`src/rtl/alu_pkg.sv`:
```
// Shared ALU definitions: divider FSM states, divide-by-zero quotient and counter sizing.
package alu_pkg;

    typedef enum logic [1:0] {
        IDLE = 2'd0,
        RUN  = 2'd1,
        FIX  = 2'd2
    } div_state_e;

    localparam logic [63:0] DIV_ZERO_QUOTIENT = '1;

    // Bits needed to hold values 0..w (i.e. clog2(w+1)).
    function automatic int cnt_width(input int w);
        int n;
        n = 0;
        while ((1 << n) < (w + 1)) n++;
        return n;
    endfunction

endpackage

```
`src/rtl/div_step.sv`:
```
// One restoring-division step: trial subtract via inverted divisor plus carry-in,
// keep the trial when it did not borrow.
module div_step #(
    parameter int WIDTH = 32
) (
    input  logic [WIDTH:0]   part_in,
    input  logic [WIDTH-1:0] divisor,
    output logic [WIDTH:0]   part_out,
    output logic             q_bit
);

    logic [WIDTH+1:0] sum;

    // Carry out of the top bit means part_in >= divisor (no borrow).
    assign sum      = {1'b0, part_in} + {1'b0, ~{1'b0, divisor}} + {{(WIDTH+1){1'b0}}, 1'b1};
    assign q_bit    = sum[WIDTH+1];
    assign part_out = q_bit ? sum[WIDTH:0] : part_in;

endmodule

```
`src/rtl/alu_divider.sv`:
```
// Multi-cycle radix-2 restoring divider with start/done handshake.
// Signed support is built only when ALU_DIV_SIGNED_EN is defined.
module alu_divider
    import alu_pkg::*;
#(
    parameter int WIDTH = 32
) (
    input  logic             clk,
    input  logic             rst_n,
    input  logic             start,
    input  logic             signed_op,
    input  logic [WIDTH-1:0] dividend,
    input  logic [WIDTH-1:0] divisor,
    output logic             busy,
    output logic             done,
    output logic [WIDTH-1:0] quotient,
    output logic [WIDTH-1:0] remainder,
    output logic             div_by_zero
);

    localparam int CW = cnt_width(WIDTH);

    div_state_e       state_q, state_d;
    logic [CW-1:0]    cnt_q, cnt_d;
    logic [WIDTH-1:0] quot_q, quot_d;
    logic [WIDTH:0]   part_q, part_d;
    logic [WIDTH-1:0] dvs_q, dvs_d;
    logic             dz_q, dz_d;
    logic [WIDTH-1:0] quotient_q, quotient_d;
    logic [WIDTH-1:0] remainder_q, remainder_d;
    logic             div_by_zero_q, div_by_zero_d;
    logic             done_q, done_d;

    logic [WIDTH:0]   step_part;
    logic             step_qbit;
    logic [WIDTH-1:0] a_mag, b_mag;

`ifdef ALU_DIV_SIGNED_EN
    logic q_neg_q, q_neg_d;
    logic r_neg_q, r_neg_d;
    logic neg_a, neg_b;

    assign neg_a = signed_op & dividend[WIDTH-1];
    assign neg_b = signed_op & divisor[WIDTH-1];
    assign a_mag = neg_a ? -dividend : dividend;
    assign b_mag = neg_b ? -divisor  : divisor;
`else
    logic unused_signed_op;

    assign unused_signed_op = signed_op;
    assign a_mag = dividend;
    assign b_mag = divisor;
`endif

    div_step #(.WIDTH(WIDTH)) u_step (
        .part_in  ({part_q[WIDTH-1:0], quot_q[WIDTH-1]}),
        .divisor  (dvs_q),
        .part_out (step_part),
        .q_bit    (step_qbit)
    );

    always_comb begin
        state_d       = state_q;
        cnt_d         = cnt_q;
        quot_d        = quot_q;
        part_d        = part_q;
        dvs_d         = dvs_q;
        dz_d          = dz_q;
        quotient_d    = quotient_q;
        remainder_d   = remainder_q;
        div_by_zero_d = div_by_zero_q;
        done_d        = 1'b0;
`ifdef ALU_DIV_SIGNED_EN
        q_neg_d       = q_neg_q;
        r_neg_d       = r_neg_q;
`endif
        unique case (state_q)
            IDLE: begin
                if (start) begin
                    part_d = '0;
                    cnt_d  = '0;
                    dvs_d  = b_mag;
                    if (divisor == '0) begin
                        // Raw dividend rides in the quotient register to become the remainder.
                        quot_d  = dividend;
                        dz_d    = 1'b1;
                        state_d = FIX;
`ifdef ALU_DIV_SIGNED_EN
                        q_neg_d = 1'b0;
                        r_neg_d = 1'b0;
`endif
                    end else begin
                        quot_d  = a_mag;
                        dz_d    = 1'b0;
                        state_d = RUN;
`ifdef ALU_DIV_SIGNED_EN
                        q_neg_d = neg_a ^ neg_b;
                        r_neg_d = neg_a;
`endif
                    end
                end
            end
            RUN: begin
                part_d = step_part;
                quot_d = {quot_q[WIDTH-2:0], step_qbit};
                cnt_d  = cnt_q + CW'(1);
                if (cnt_q == CW'(WIDTH - 1)) begin
                    cnt_d   = '0;
                    state_d = FIX;
                end
            end
            FIX: begin
                // First FIX cycle applies sign fix-up in place, second publishes results.
                if (cnt_q == '0) begin
                    cnt_d = CW'(1);
`ifdef ALU_DIV_SIGNED_EN
                    if (q_neg_q) quot_d = -quot_q;
                    if (r_neg_q) part_d = {1'b0, -part_q[WIDTH-1:0]};
`endif
                end else begin
                    cnt_d         = '0;
                    state_d       = IDLE;
                    done_d        = 1'b1;
                    div_by_zero_d = dz_q;
                    quotient_d    = dz_q ? DIV_ZERO_QUOTIENT[WIDTH-1:0] : quot_q;
                    remainder_d   = dz_q ? quot_q : part_q[WIDTH-1:0];
                end
            end
            default: state_d = IDLE;
        endcase
    end

    always_ff @(posedge clk or negedge rst_n) begin
        if (!rst_n) begin
            state_q       <= IDLE;
            cnt_q         <= '0;
            quot_q        <= '0;
            part_q        <= '0;
            dvs_q         <= '0;
            dz_q          <= 1'b0;
            quotient_q    <= '0;
            remainder_q   <= '0;
            div_by_zero_q <= 1'b0;
            done_q        <= 1'b0;
`ifdef ALU_DIV_SIGNED_EN
            q_neg_q       <= 1'b0;
            r_neg_q       <= 1'b0;
`endif
        end else begin
            state_q       <= state_d;
            cnt_q         <= cnt_d;
            quot_q        <= quot_d;
            part_q        <= part_d;
            dvs_q         <= dvs_d;
            dz_q          <= dz_d;
            quotient_q    <= quotient_d;
            remainder_q   <= remainder_d;
            div_by_zero_q <= div_by_zero_d;
            done_q        <= done_d;
`ifdef ALU_DIV_SIGNED_EN
            q_neg_q       <= q_neg_d;
            r_neg_q       <= r_neg_d;
`endif
        end
    end

    assign busy        = (state_q != IDLE);
    assign done        = done_q;
    assign quotient    = quotient_q;
    assign remainder   = remainder_q;
    assign div_by_zero = div_by_zero_q;

endmodule

```
`config.mk`:
```
export PLATFORM = sky130hd
export DESIGN_NAME = alu_divider
export DESIGN_NICKNAME = d
export VERILOG_FILES = /design/src/rtl/alu_pkg.sv /design/src/rtl/div_step.sv /design/src/rtl/alu_divider.sv
export SDC_FILE = /design/constraint.sdc
export NUM_CORES = 1
export LEC_CHECK = 0
export CAP_MARGIN = 0
export CORE_MARGIN = 4
export CORE_UTILIZATION = 25
export CTS_BUF_LIST = sky130_fd_sc_hd__clkbuf_8 sky130_fd_sc_hd__clkbuf_16
export DETAILED_ROUTE_END_ITERATION = 10
export GPL_TIMING_DRIVEN = 0
export SYNTH_ARGS = -nofsm -noshare
export SYNTH_HDL_FRONTEND = slang
export SYNTH_HIERARCHICAL = 1
export SYNTH_SLANG_ARGS = --single-unit
```
`constraint.sdc`:
```
create_clock -name clk -period 3.96 [get_ports clk]
set_clock_uncertainty 0.05 [all_clocks]
set_input_delay 1.188 -clock clk [delete_from_list [all_inputs] [get_ports clk]]
set_output_delay 1.188 -clock clk [all_outputs]
set_load 0.1 [all_outputs]
```
==> results.ini, run 1 <==
[worst_setup_path]
rr_startpoint=quot_q[31]
worstPathArrival_ns=2.50
worstSetupPathType=reg2out
cp-end-kind=output pin
crit_required_ns=2.72
reg2reg_slack_ns=0.69
crit_fanout=4
rr_endpoint=part_q[20]
r2r_cells=13
cp-start-kind=flip-flop

[die]
die_h_um=202
core-area_um2=36900
fp-row-count=70
ios=135
chipWidth_um=202
start_util=0.256
dieArea_um2=40900

[timing]
hold_viol_final=0
tightest_slew_ns=1.11
timing.fmax_mhz=267
slew_violations=0
slew_headroom=0.259
layout_min_cycle_time_ns=3.74
rsz0062_at_grt=no
finalSetupViolations=0
min_period_over_period=0.944

[routing]
vias=7732
drt_iter0_markers=586
drc_errors=0
routed_wl_mm=28.2
dr.pass1.iters=5
via_per_inst=4.67
antenna_left=0
wl_per_cell_um=17.0

[final_layout]
final_core_util=0.325
drive_gt1_frac=0.0954
num_antenna_cells=0
register_area_um2=4280
final_area_um2=12000
area_growth_pct=27.2
fin_nets=1247
multi_input_area_um2=4660
fillers=3834

[placement]
port_buffers=133
finalWeightedCongestion=0.870
placement.cell_area_um2=11400
dpl.hpwl_mm=22.3

[grt]
grt_max_degree=102
overflow=0
grt_pass1_vias=7708
grtUsageTotal=0.137
antenna_found_initial=0
grt_pass1_wl_mm=44.4

[run]
maxCapViolations=0

[hold_path]
min_from=quotient[17]
holdCritPathClass=reg2reg
hold_path_end=quotient[17]
whs_path_depth=2

[cts]
cts_setup_buffers=0
cts.clk_slew.worst_paths_ns=0.07
clk_latency_ns=0.44
cts_resized=0
clockBufferDepth=2
ctsHoldBuffers=0
cts_sinks=171
cts_buffers=17
cts_root_buf=clkbuf_16
cts_max_level=4
cts_tree=done

[pwr]
ir_drop_uv=239
p_total_uw=9200
p_per_area_nw_per_um2=768
p_leak_uw=0.00513

[logic_synthesis]
postSynthAreaPerCell_um2=9.55
synthesis.area_um2=9420
syn_inst=987
synth_nets=1094
yosys_warnings=6

[run_status]
status=finished clean

-- power breakdown --
part / internal (uW) / switching, uW / leakage [uW]
sequential: 2310 / 490 / 0.00223
combinational: 1510 / 3230 / 0.00262
clock: 881 / 775 / 0.000283
-- how the worst max path moves through the flow --
stage | start | endpoint | slack [ns] | cells past startpoint
floorplan | part_q[5] | part_q[1] | 1.19 | 9
detailed placement | start | quot_q[2] | 0.62 | 6
finish | state_q[0] | busy | 0.22 | 4
global route | state_q[1] | busy | 0.14 | 4
CTS | state_q[0] | busy | 0.18 | 4
global placement | rst_n | done | -5.69 | 1
-- flip-flops by register name (all words and copies together), names as in the netlist --
signal and flops:
done 1, div_by_zero 1, state_q 2, dvs_q 32, quotient 32, cnt_q 6
dz_q 1, part_q 32, remainder 32, quot_q 32
-- placed cells by master (no fill, tap or decap), drive strengths merged, types with 32 or more instances in the layout --
cell,n
nor2,51
a21oi,42
o21ai,150
mux2i,66
buf,37
nand2,156
a22o,32
ha,38
clkdlybuf4s50,132
inv,51
dfrtp,171
clkbuf,40
mux2,34
-- critical path, stage by stage (launching register included) --
cell and delay (ns):
dfrtp_1 0.38, inv_1 0.08, ha_1 0.25, inv_1 0.11, clkdlybuf4s50_1 1.23
-- stage by stage --
stage	hold slack [ns]	cells	TNS [ns]	setup WS (ns)
3_3_place_gp	0.415	1624	-969.17	-5.69
3_5_place_dp	0.423	1625	0	0.625
5_1_grt	0.460	1657	0	0.138
4_1_cts	0.439	1657	0	0.183
2_1_floorplan	0.429	987	0	1.19
6_report	0.430	1657	0	0.221
-- layer usage --
| metal | up-vias | share of wire | global-route usage | wire length [um] |
|---|---|---|---|---|
| met3 | 26 | 0.043 | 0.0242 | 1210 |
| met1 | 3724 | 0.51 | 0.201 | 14400 |
| met2 | 192 | 0.43 | 0.207 | 12200 |
| met4 | 0 | 0.014 | 0.0352 | 396 |
| met5 | - | 0 | 0 | 0 |
| li1 | 3790 | - | - | - |
-- area by class of cell --
cell class                      count  area share
Timing Repair Buffer              134       0.114
Buffer                             58      0.0268
Multi-Input combinational cell    714       0.388
Sequential cell                   171       0.357
Clock buffer                       17      0.0355
Clock inverter                     15      0.0121
Tap cell                          504      0.0526
Inverter                           44      0.0138
Note: power is estimated with default switching activity, not from simulation.
==> run 2, diff against run 1 <==
--- a/config.mk
+++ b/config.mk
@@ -5,6 +5,7 @@
 export SDC_FILE = /design/constraint.sdc
 export NUM_CORES = 1
 export LEC_CHECK = 0
+export ABC_AREA = 0
 export CAP_MARGIN = 0
 export CORE_MARGIN = 4
 export CORE_UTILIZATION = 25
==> results of run 2 <==
Final layout, timing and power as in run 1 (identical DEF).
